===== src/rtl/spi_slave.sv =====
// SPI slave endpoint: oversamples sck/mosi/ssn in the clk domain, receives 8-bit
// frames into data_r_s and returns data_s on miso, in any CPOL/CPHA mode.
module spi_slave #(
    parameter int SYNC_STAGES = 2
) (
    input  logic       clk,
    input  logic       rst,
    input  logic [7:0] spcon,
    input  logic [7:0] data_s,
    input  logic       sck,
    input  logic       mosi,
    input  logic       ssn,
    output logic       miso,
    output logic       miso_oe,
    output logic [7:0] data_r_s,
    output logic       rx_valid,
    output logic       busy
);

    typedef enum logic {
        IDLE,
        ACTIVE
    } state_t;

    state_t                 state;
    logic [SYNC_STAGES-1:0] sck_sync;
    logic [SYNC_STAGES-1:0] mosi_sync;
    logic [SYNC_STAGES-1:0] ssn_sync;
    logic                   sck_d;
    logic                   ssn_d;
    logic                   cpol_m;
    logic                   cpha_m;
    logic [7:0]             tx_sr;
    logic [7:0]             rx_sr;
    logic [2:0]             bit_cnt;
    logic                   rx_done;

    logic sck_s;
    logic mosi_s;
    logic ssn_s;
    logic spen;
    logic lead_edge;
    logic trail_edge;
    logic sample_edge;
    logic shift_edge;
    logic spcon_unused;

    assign sck_s  = sck_sync[SYNC_STAGES-1];
    assign mosi_s = mosi_sync[SYNC_STAGES-1];
    assign ssn_s  = ssn_sync[SYNC_STAGES-1];
    assign spen   = spcon[6];
    assign spcon_unused = ^{spcon[7], spcon[5:4], spcon[1:0]};

    // Edges are judged against the CPOL captured at frame start, not the live spcon.
    assign lead_edge   = (sck_s != cpol_m) && (sck_d == cpol_m);
    assign trail_edge  = (sck_s == cpol_m) && (sck_d != cpol_m);
    assign sample_edge = cpha_m ? trail_edge : lead_edge;
    assign shift_edge  = cpha_m ? lead_edge : trail_edge;

    always_ff @(posedge clk) begin
        if (rst) begin
            sck_sync  <= '0;
            mosi_sync <= '0;
            ssn_sync  <= '1;
            sck_d     <= 1'b0;
            ssn_d     <= 1'b1;
        end else begin
            sck_sync  <= {sck_sync[SYNC_STAGES-2:0], sck};
            mosi_sync <= {mosi_sync[SYNC_STAGES-2:0], mosi};
            ssn_sync  <= {ssn_sync[SYNC_STAGES-2:0], ssn};
            sck_d     <= sck_s;
            ssn_d     <= ssn_s;
        end
    end

    always_ff @(posedge clk) begin
        if (rst) begin
            state    <= IDLE;
            cpol_m   <= 1'b0;
            cpha_m   <= 1'b0;
            tx_sr    <= 8'h00;
            rx_sr    <= 8'h00;
            bit_cnt  <= 3'd0;
            rx_done  <= 1'b0;
            miso     <= 1'b0;
            miso_oe  <= 1'b0;
            data_r_s <= 8'h00;
            rx_valid <= 1'b0;
            busy     <= 1'b0;
        end else begin
            rx_done  <= 1'b0;
            rx_valid <= rx_done && spen;
            case (state)
                IDLE: begin
                    if (spen && ssn_d && !ssn_s) begin
                        state   <= ACTIVE;
                        cpol_m  <= spcon[3];
                        cpha_m  <= spcon[2];
                        tx_sr   <= data_s;
                        bit_cnt <= 3'd0;
                        busy    <= 1'b1;
                        miso_oe <= 1'b1;
                        miso    <= spcon[2] ? 1'b0 : data_s[7];
                    end
                end
                ACTIVE: begin
                    // Deselect or disable wins over any sck edge in the same cycle.
                    if (ssn_s || !spen) begin
                        state   <= IDLE;
                        bit_cnt <= 3'd0;
                        busy    <= 1'b0;
                        miso_oe <= 1'b0;
                        miso    <= 1'b0;
                    end else begin
                        if (sample_edge) begin
                            rx_sr   <= {rx_sr[6:0], mosi_s};
                            bit_cnt <= bit_cnt + 3'd1;
                            if (bit_cnt == 3'd7) begin
                                data_r_s <= {rx_sr[6:0], mosi_s};
                                rx_done  <= 1'b1;
                            end
                        end
                        // A zero count on a CPHA=0 shift edge means the 8th bit is done.
                        if (shift_edge) begin
                            if (!cpha_m) begin
                                if (bit_cnt == 3'd0) begin
                                    tx_sr <= data_s;
                                    miso  <= data_s[7];
                                end else begin
                                    tx_sr <= {tx_sr[6:0], 1'b0};
                                    miso  <= tx_sr[6];
                                end
                            end else begin
                                miso <= tx_sr[7];
                                if (bit_cnt == 3'd7) begin
                                    tx_sr <= data_s;
                                end else begin
                                    tx_sr <= {tx_sr[6:0], 1'b0};
                                end
                            end
                        end
                    end
                end
                default: state <= IDLE;
            endcase
        end
    end

endmodule


===== config.mk =====
export PLATFORM = sky130hd
export DESIGN_NAME = spi_slave
export DESIGN_NICKNAME = d
export VERILOG_FILES = /design/src/rtl/spi_slave.sv
export SDC_FILE = /design/constraint.sdc
export NUM_CORES = 1
export LEC_CHECK = 0
export ABC_AREA = 1
export BUFFER_PORTS_ARGS = -buffer_cell sky130_fd_sc_hd__buf_2
export CAP_MARGIN = 40
export CORE_UTILIZATION = 55
export DETAILED_ROUTE_END_ITERATION = 8
export PLACE_DENSITY = 0.84
export SLEW_MARGIN = 30
export SYNTH_ARGS = -nofsm -noshare
export SYNTH_HDL_FRONTEND = slang
export SYNTH_SLANG_ARGS = --single-unit

===== constraint.sdc =====
create_clock -name clk -period 1.8 [get_ports clk]
set_input_delay 0.27 -clock clk [delete_from_list [all_inputs] [get_ports clk]]
set_output_delay 0.27 -clock clk [all_outputs]
set_load 0.02 [all_outputs]

==> impl_metrics.csv, run 1 <==
group,metric,value,unit
clocking,cts.sinks,41,
grt,track_usage,21.8,%
sta,tightest_slew,601,ps
clocking,post_cts_buffers,0,
setup_path,worstPathRequired,2100,ps
sta,fmax,665,MHz
grt,grt_pass1_wl,5980,um
synthesis,yosys.area_share.simple,38.9,%
setup_path,critPathLaunchType,"flop",
setup_path,cp_cell_sequence,"ha_1, ha_1, nand2_2, nor2_4, nor2_1, nor2_1",
synthesis,synthesis.area,1880,um^2
setup_path,cpMaxStageDelayCell,"ha_1",
drt,drtPass1Iterations,4,
sta,worst_slack,297,ps
die,core.rowCount,20,
die,io_pins,33,
flow_run,cap_violations,0,
power,p_leak,1.03,nW
cells_and_area,fin_nets,311,
grt,grt_max_degree,22,
clocking,h-tree-depth,2,
setup_path,cp-end-kind,"flop",
placed_design,portBuffers,27,
placed_design,preCtsSetupSlack,282,ps
synthesis,syn_area_per_cell,7.34,um^2
drt,wl_per_cell,10.7,um
cells_and_area,drive_gt1_share,21.3,%
power,powerDensity,726,nW/um^2
synthesis,synth_compound_area_share,7.92,%
synthesis,ys_seq_area_share,43.7,%
clocking,hold_buffers,0,
clocking,ctsResizeCount,0,
synthesis,synth-seq-cells,41,
sta,skew,6.82,ps
sta,relSlewSlack,59.9,%
clocking,cts_buffers,5,
die,initial_core_util,59.6,%
synthesis,syn_nets,281,
grt,overflow,0,
synthesis,synth.distinct_cells,26,
drt,antenna_left,0,
clocking,cts_tree,"built",
synthesis,synthXorXnorAreaFrac,0,%
placed_design,hpwlAfterDp,2520,um
synthesis,yosys_warnings,0,
status,run_status,"complete, no violations",
synthesis,synth.area.mux_share,0,%
placed_design,place_congestion,0.821,
grt,antenna_found_initial,0,
power,ir_drop,638,uV
cells_and_area,area_growth,12.4,%
die,fp.coreArea,3150,um^2
hold_path,min_path_type,"primary input to flop",
sta,setup_violations,0,
setup_path,cp_num_buf_inv,0,
sta,final-max-slew-violation-count,0,
drt,drtIter0Drc,73,
clocking,cts_root_buf,"clkbuf_4",
synthesis,synth_top_family_by_area,"simple AND/OR/NAND/NOR gates",
clocking,clock_latency,350,ps
die,fp.dieH,60.5,um
cells_and_area,diodes,0,
grt,grt_pass1_vias,1426,
drt,drc,0,
die,die_x,60.5,um
sta,rsz0062_at_grt,"false",
drt,wirelength,3530,um
drt,via_per_inst,4.95,
drt,vias,1640,
clocking,clk_pin_slew,120,ps
die,die_area,3650,um^2
setup_path,critPathTopFamily,"adder cells",
clocking,clock_path_buffers,2,
sta,hold_viol_final,0,
setup_path,worst-path-max-fanout,10,
sta,period_minus_slack,1500,ps
sta,fin_crit_sh,83.5,%
synthesis,synth_cells,256,
sta,whs,96.5,ps
setup_path,critical_path_class,"flop to flop",
setup_path,crit_arrival,1800,ps
synthesis,synth_fa_ha_area_share,2.66,%
sta,tns,0,ps
setup_path,worst_path_largest_cell_delay,430,ps
-- worst reg2reg max path: stages (launching register included) --
cell	delay [ps]
dfxtp_1	350
ha_1	190
ha_1	430
nand2_2	120
nor2_4	200
nor2_1	60
nor2_1	110
-- layer usage --
layer	GRT usage (%)	vias up	wire length, um
li1	-	876	-
met1	27.0	722	1670
met4	7.79	0	57
met2	37.4	35	1650
met5	0	-	0
met3	4.69	7	147
-- path summary, 6_finish.rpt --
kind | start | cells after the start | end | slack (ps)
setup / recovery | bit_cnt[0] | 6 | data_r_s[6] | 300
hold / removal | ssn | 2 | ssn_sync[0] | 100
setup reg to reg | bit_cnt[0] | 6 | data_r_s[6] | 300
hold reg to reg | mosi_sync[0] | 2 | mosi_sync[1] | 420
-- cell families (layout without fill, tap and decap cells) --
kind of cell | count (synthesis) | after routing
and+or+nand+nor | 154 | 154
DFF | 41 | 41
buffers and inverters | 30 | 61
AOI/OAI and AO/OA | 27 | 27
adders and majority gates | 4 | 4
-- cells in the final DEF, fill, tap and decap left out --
cell type | Yosys | final
a21boi_0 | 1 | 1
a21oi_1 | 14 | 14
a21oi_2 | 3 | 3
buf_2 | 2 | 27
buf_4 | 1 | 4
clkbuf_1 | 3 | 1
clkbuf_4 | 0 | 5
clkinvlp_4 | 0 | 2
dfxtp_1 | 41 | 41
ha_1 | 4 | 4
inv_1 | 18 | 18
inv_2 | 3 | 3
inv_4 | 1 | 1
nand2_1 | 66 | 66
nand2_2 | 9 | 9
nand2_4 | 1 | 1
nand3_1 | 16 | 16
nand3_2 | 1 | 1
nand3b_1 | 9 | 9
nand4_1 | 7 | 7
nor2_1 | 40 | 40
nor2_4 | 1 | 1
nor2_8 | 2 | 2
o21ai_0 | 5 | 5
o21ai_1 | 4 | 4
or2_2 | 2 | 2
-- power breakdown --
part / switching (mW) / internal, mW / leakage [nW] / total (mW)
Clock: 0.308 / 0.153 / 0.0245 / 0.461
Sequential: 0.0107 / 0.926 / 0.333 / 0.937
Combinational: 0.0838 / 0.0524 / 0.668 / 0.136
Total: 0.403 / 1.13 / 1.03 / 1.53
-- final cells by class --
type	count	area, um^2
Clock buffer	6	41.3
Clock inverter	2	15.0
Fill cell	297	1040
Inverter	22	85.1
Multi-Input combinational cell	185	930
Sequential cell	41	821
Tap cell	44	55.1
Timing Repair Buffer	31	165
-- state kept, by name (all words and copies together), names as in the netlist, 2 cells and up --
| register | flops |
|---|---|
| tx_sr | 8 |
| rx_sr | 7 |
| bit_cnt | 3 |
| sck_sync | 2 |
| data_r_s | 8 |
| mosi_sync | 2 |
| ssn_sync | 2 |
-- cell usage after synthesis (all sizes together) --
| library cell | instances | area (um^2) |
|---|---|---|
| nand2 | 76 | 315 |
| o21ai | 9 | 45.0 |
| dfxtp | 41 | 821 |
| nand3 | 17 | 90.1 |
| nor2 | 43 | 201 |
| or2 | 2 | 12.5 |
| nand4 | 7 | 43.8 |
| clkbuf | 3 | 11.3 |
| inv | 22 | 85.1 |
| a21oi | 17 | 96.4 |
| nand3b | 9 | 67.6 |
| ha | 4 | 50.1 |
| buf | 5 | 32.5 |
| a21boi | 1 | 7.51 |
-- through the flow --
step / cell area [um^2] / power (mW) / instances / utilization (%)
2_1_floorplan: 1880 / 1.05 / 256 / -
3_3_place_gp: 2060 / 1.09 / 323 / 65.2
3_5_place_dp: 2060 / 1.09 / 323 / 65.2
4_1_cts: 2110 / 1.53 / 331 / 67.0
5_1_grt: 2110 / 1.59 / 331 / 67.0
6_report: 2110 / 1.53 / 331 / 67.0
Power figures use the tool's default switching activity.
==> run 2: changes to the inputs <==
==> constraint.sdc (replaced) <==
create_clock -name clk -period 1.58 [get_ports clk]
set_input_delay 0.237 -clock clk [delete_from_list [all_inputs] [get_ports clk]]
set_output_delay 0.237 -clock clk [all_outputs]
set_load 0.02 [all_outputs]
==> run 2 against run 1 <==
Largest power group unchanged; first-iteration DRC count up 100%; clock power up 11%; core utilization up 0.95 points; sequential share of layout area down 0.54 points; die area unchanged; via count up 1.5%; critical path depth up 2.
==> impl_metrics.csv, run 2 (same netlist as run 1, synthesis figures left out) <==
group,metric,value,unit
status,run_status,"complete, no violations",
placed_design,hpwlAfterDp,2610,um
sta,fin_crit_sh,92.9,%
placed_design,place_congestion,0.862,
die,core.rowCount,20,
grt,grt_pass1_vias,1414,
setup_path,critPathTopFamily,"adder cells",
setup_path,worstPathRequired,1860,ps
die,fp.coreArea,3150,um^2
placed_design,preCtsSetupSlack,124,ps
drt,drc,0,
clocking,cts_root_buf,"clkbuf_4",
sta,final-max-slew-violation-count,0,
setup_path,timing.rr.start,"bit_cnt[0]",
setup_path,critical_path_class,"flop to flop",
power,p_sw,0.449,mW
cells_and_area,stdcell_count,334,
power,powerDensity,812,nW/um^2
power,ir_drop,758,uV
clocking,cts_tree,"built",
cells_and_area,fin_nets,314,
power,switching_share,25.8,%
hold_path,hp-start,"ssn",
drt,wirelength,3620,um
clocking,hold_buffers,0,
clocking,cts_buffers,5,
clocking,clock_path_buffers,2,
cells_and_area,fin_area,2140,um^2
cells_and_area,final_cell_mix,"65 x nand2_1, 41 x dfxtp_1, 40 x nor2_1, 27 x buf_2, 18 x inv_1",
setup_path,critPathLaunch,"bit_cnt[0]",
cells_and_area,area_growth,14.0,%
sta,fmax,681,MHz
sta,worst_slack,112,ps
clocking,h-tree-depth,2,
setup_path,worst-path-max-fanout,6,
cells_and_area,fillerInstances,295,
drt,wl_per_cell,10.8,um
clocking,cts.sinks,41,
sta,tightest_slew,252,ps
flow_run,cap_violations,0,
cells_and_area,layout_commonest_cell,"nand2_1",
placed_design,place_inst,326,
drt,drtIter0Drc,146,
die,initial_core_util,59.6,%
setup_path,crit_path_frequent_cell,"ha_1",
setup_path,cp_num_buf_inv,1,
die,io_pins,33,
power,p_leak,1.04,nW
setup_path,crit_arrival,1750,ps
grt,track_usage,22.5,%
drt,antenna_left,0,
drt,vias,1664,
cells_and_area,multi_input_area,937,um^2
cells_and_area,reg_top3,"data_r_s: 8 flops, tx_sr: 8 flops, rx_sr: 7 flops",
setup_path,worst_path_largest_cell_delay,330,ps
power,power_frac_seq,61.4,%
power,p_comb_share,9.1,%
power,power,1.74,mW
drt,drtPass1Iterations,4,
grt,grt_max_degree,21,
clocking,clock_latency,350,ps
power,p_clk_share,29.5,%
placed_design,portBuffers,27,
die,die_x,60.5,um
setup_path,cp-end-kind,"flop",
clocking,clk_pin_slew,120,ps
grt,grt_pass1_wl,6010,um
clocking,post_cts_buffers,0,
sta,relSlewSlack,83.2,%
hold_path,min_path_type,"primary input to flop",
placed_design,placed_area,2080,um^2
sta,skew,8.09,ps
die,fp.dieH,60.5,um
sta,setup_violations,0,
drt,via_per_inst,4.98,
cells_and_area,diodes,0,
cells_and_area,regArea,821,um^2
sta,period_minus_slack,1470,ps
setup_path,cpMaxStageDelayCell,"dfxtp_1",
grt,antenna_found_initial,0,
setup_path,critPathLaunchType,"flop",
grt,overflow,0,
clocking,ctsResizeCount,0,
die,die_area,3650,um^2
sta,hold_viol_final,0,
power,p_int,1.29,mW
setup_path,cp_cell_sequence,"ha_1, ha_1, nand2_2, buf_4, nand4_1, nand2_1, nand3_1, a21oi_1",
cells_and_area,drive_gt1_share,22.8,%
sta,whs,67.2,ps
-- run 2: cell count changes in the layout (fill, tap and decap cells not counted), sizes merged --
cell / change
buf: +3
-- run 2: worst paths after layout --
kind | endpoint | slack, ps | cells after the start
worst max register to register | tx_sr[3] | 110 | 8
worst max-delay path | tx_sr[3] | 110 | 8
worst min register to register | mosi_sync[1] | 410 | 2
worst min-delay path | ssn_sync[0] | 70 | 2
-- run 2: routing by layer --
layer	track usage, %	part of all wire [%]	vias to the layer above
li1	-	-	883
met3	7.25	4.8	4
met4	9.42	1.7	0
met5	0	0	-
met2	38.0	48	43
met1	26.3	46	734
-- run 2: power groups by stage --
stage | registers [mW] | clock network [mW] | logic [mW]
floorplan | 1.09 | 0 | 0.105
global route | 1.07 | 0.589 | 0.178
global placement | 1.09 | 0 | 0.154
finish | 1.07 | 0.514 | 0.158
detailed placement | 1.09 | 0 | 0.157
CTS | 1.07 | 0.537 | 0.158
-- run 2: cell type report --
type,instances,share of cell area (%)
clock inverters,2,0.701
multi-input cells,185,43.8
inverters,22,3.97
clock buffers,6,1.93
well taps,44,2.57
flip-flops and latches,41,38.3
repair buffers,34,8.76
-- run 2: stage by stage --
step	util, %	TNS, ps
detailed placement	65.9	0
global placement	65.9	0
floorplan	-	0
finish	67.9	0
global route	67.9	-6.32
CTS	67.7	0
==> run 3: changes to the inputs <==
--- a/config.mk
+++ b/config.mk
@@ -9,8 +9,9 @@
 export BUFFER_PORTS_ARGS = -buffer_cell sky130_fd_sc_hd__buf_2
 export CAP_MARGIN = 40
 export CORE_UTILIZATION = 55
+export CTS_BUF_LIST = sky130_fd_sc_hd__clkbuf_16
 export DETAILED_ROUTE_END_ITERATION = 8
-export PLACE_DENSITY = 0.84
+export PLACE_DENSITY_LB_ADDON = 0.1
 export SLEW_MARGIN = 30
 export SYNTH_ARGS = -nofsm -noshare
 export SYNTH_HDL_FRONTEND = slang
==> run 3 against run 2 <==
Worst hold slack improved by 71 ps; register-to-register slack improved by 20 ps; total power increased by 26%; die area unchanged; maximum frequency increased by 1.1%; routed wire length increased by 0.36%; combinational power increased by 3%; core utilization increased by 3.1 points; final area increased by 4.6%; critical path depth unchanged.
==> impl_metrics.csv, run 3 (same netlist as run 1, synthesis figures left out) <==
group,metric,value,unit
sta,tightest_slew,255,ps
grt,overflow,0,
power,p_comb_share,7.4,%
placed_design,placed_area,2090,um^2
sta,final-max-slew-violation-count,0,
placed_design,portBuffers,27,
drt,wirelength,3640,um
drt,drtIter0Drc,138,
power,p_clk_share,43.9,%
clocking,cts.sinks,41,
clocking,clk_pin_slew,60,ps
cells_and_area,area_growth,19.2,%
cells_and_area,reg_top3,"data_r_s: 8 flops, tx_sr: 8 flops, rx_sr: 7 flops",
cells_and_area,layout_commonest_cell,"nand2_1",
die,fp.dieH,60.5,um
power,powerDensity,979,nW/um^2
placed_design,place_congestion,0.776,
clocking,clock_latency,280,ps
clocking,cts_root_buf,"clkbuf_16",
sta,skew,3.86,ps
cells_and_area,final_cell_mix,"65 x nand2_1, 41 x dfxtp_1, 40 x nor2_1, 27 x buf_2, 18 x inv_1",
drt,antenna_left,0,
sta,setup_violations,0,
setup_path,critPathLaunchType,"flop",
cells_and_area,fin_nets,315,
die,die_area,3650,um^2
sta,whs,138,ps
die,fp.coreArea,3150,um^2
grt,grt_max_degree,22,
clocking,cts_tree,"built",
setup_path,worstPathRequired,1790,ps
placed_design,hpwlAfterDp,2580,um
drt,drtPass1Iterations,4,
drt,via_per_inst,4.94,
power,ir_drop,698,uV
clocking,hold_buffers,0,
grt,track_usage,22.6,%
setup_path,crit_arrival,1660,ps
die,initial_core_util,59.6,%
die,core.rowCount,20,
clocking,clock_path_buffers,2,
power,power_frac_seq,48.7,%
power,p_leak,1.09,nW
cells_and_area,fin_area,2240,um^2
drt,drc,0,
sta,period_minus_slack,1450,ps
sta,hold_viol_final,0,
sta,fmax,688,MHz
status,run_status,"complete, no violations",
cells_and_area,diodes,0,
drt,vias,1655,
setup_path,worst-path-max-fanout,6,
grt,grt_pass1_wl,6040,um
die,io_pins,33,
cells_and_area,drive_gt1_share,23.4,%
clocking,h-tree-depth,2,
setup_path,cp-end-kind,"flop",
power,p_sw,0.498,mW
sta,worst_slack,127,ps
clocking,cts_buffers,5,
setup_path,critical_path_class,"flop to flop",
sta,fin_crit_sh,91.9,%
drt,wl_per_cell,10.9,um
die,die_x,60.5,um
power,switching_share,22.7,%
hold_path,min_path_type,"primary input to flop",
grt,antenna_found_initial,0,
sta,relSlewSlack,83.0,%
grt,grt_pass1_vias,1395,
power,p_int,1.70,mW
flow_run,cap_violations,0,
placed_design,preCtsSetupSlack,104,ps
## run 3: cell count changes in the layout (fill, tap and decap cells not counted), sizes merged
cell      previous run  this run
clkbuf               6         5
buf                 34        35
clkinvlp             2         0
clkinv               0         3
## run 3: routing by layer
layer | track usage [%] | routed length [um] | vias to the layer above
li1 | - | - | 885
met1 | 28.6 | 1800 | 726
met2 | 37.0 | 1640 | 37
met3 | 5.76 | 124 | 7
met4 | 8.77 | 75 | 0
met5 | 0 | 0 | -
## run 3: power by group through the flow
stage | Clock, mW | Sequential (mW) | Combinational (mW)
floorplan | 0 | 1.09 | 0.105
global placement | 0 | 1.09 | 0.156
detailed placement | 0 | 1.09 | 0.160
CTS | 0.992 | 1.07 | 0.161
global route | 1.04 | 1.07 | 0.182
finish | 0.963 | 1.07 | 0.162
## run 3: path summary, 6_finish.rpt
check / from / endpoint / slack (ps) / cells after the start
max: bit_cnt[0] / tx_sr[5] / 130 / 8
min: ssn / ssn_sync[0] / 140 / 2
max reg2reg: bit_cnt[0] / tx_sr[5] / 130 / 8
min reg2reg: sck_sync[0] / sck_sync[1] / 410 / 2
## run 3: worst max-delay path: stages (launching register included)
cell     delay, ps
dfxtp_1        310
ha_1           220
ha_1           230
nand2_2        100
buf_4          140
nand4_1        100
nand2_1         70
nand3_1         60
a21oi_1        160
## run 3: repair_timing
| item | CTS | global route |
|---|---|---|
| setup buffers | 0 | 0 |
| setup endpoints to repair | 0 | 3 |
| resized for setup | 0 | 3 |
## run 3: final cells by class
type / count / area, um^2
multi-input cells: 185 / 941
fillers: 293 / 913
flip-flops and latches: 41 / 821
repair buffers: 35 / 195
clock buffers: 5 / 125
inverters: 22 / 85.1
well taps: 44 / 55.1
clock inverters: 3 / 17.5
## run 3: through the flow
step | util [%] | power [mW] | setup TNS [ps] | std cells
2_1_floorplan | - | 1.20 | 0 | 256
3_3_place_gp | 66.2 | 1.25 | 0 | 327
3_5_place_dp | 66.2 | 1.25 | 0 | 327
4_1_cts | 70.7 | 2.22 | 0 | 335
5_1_grt | 71.0 | 2.29 | -1.20 | 335
6_report | 71.0 | 2.19 | 0 | 335
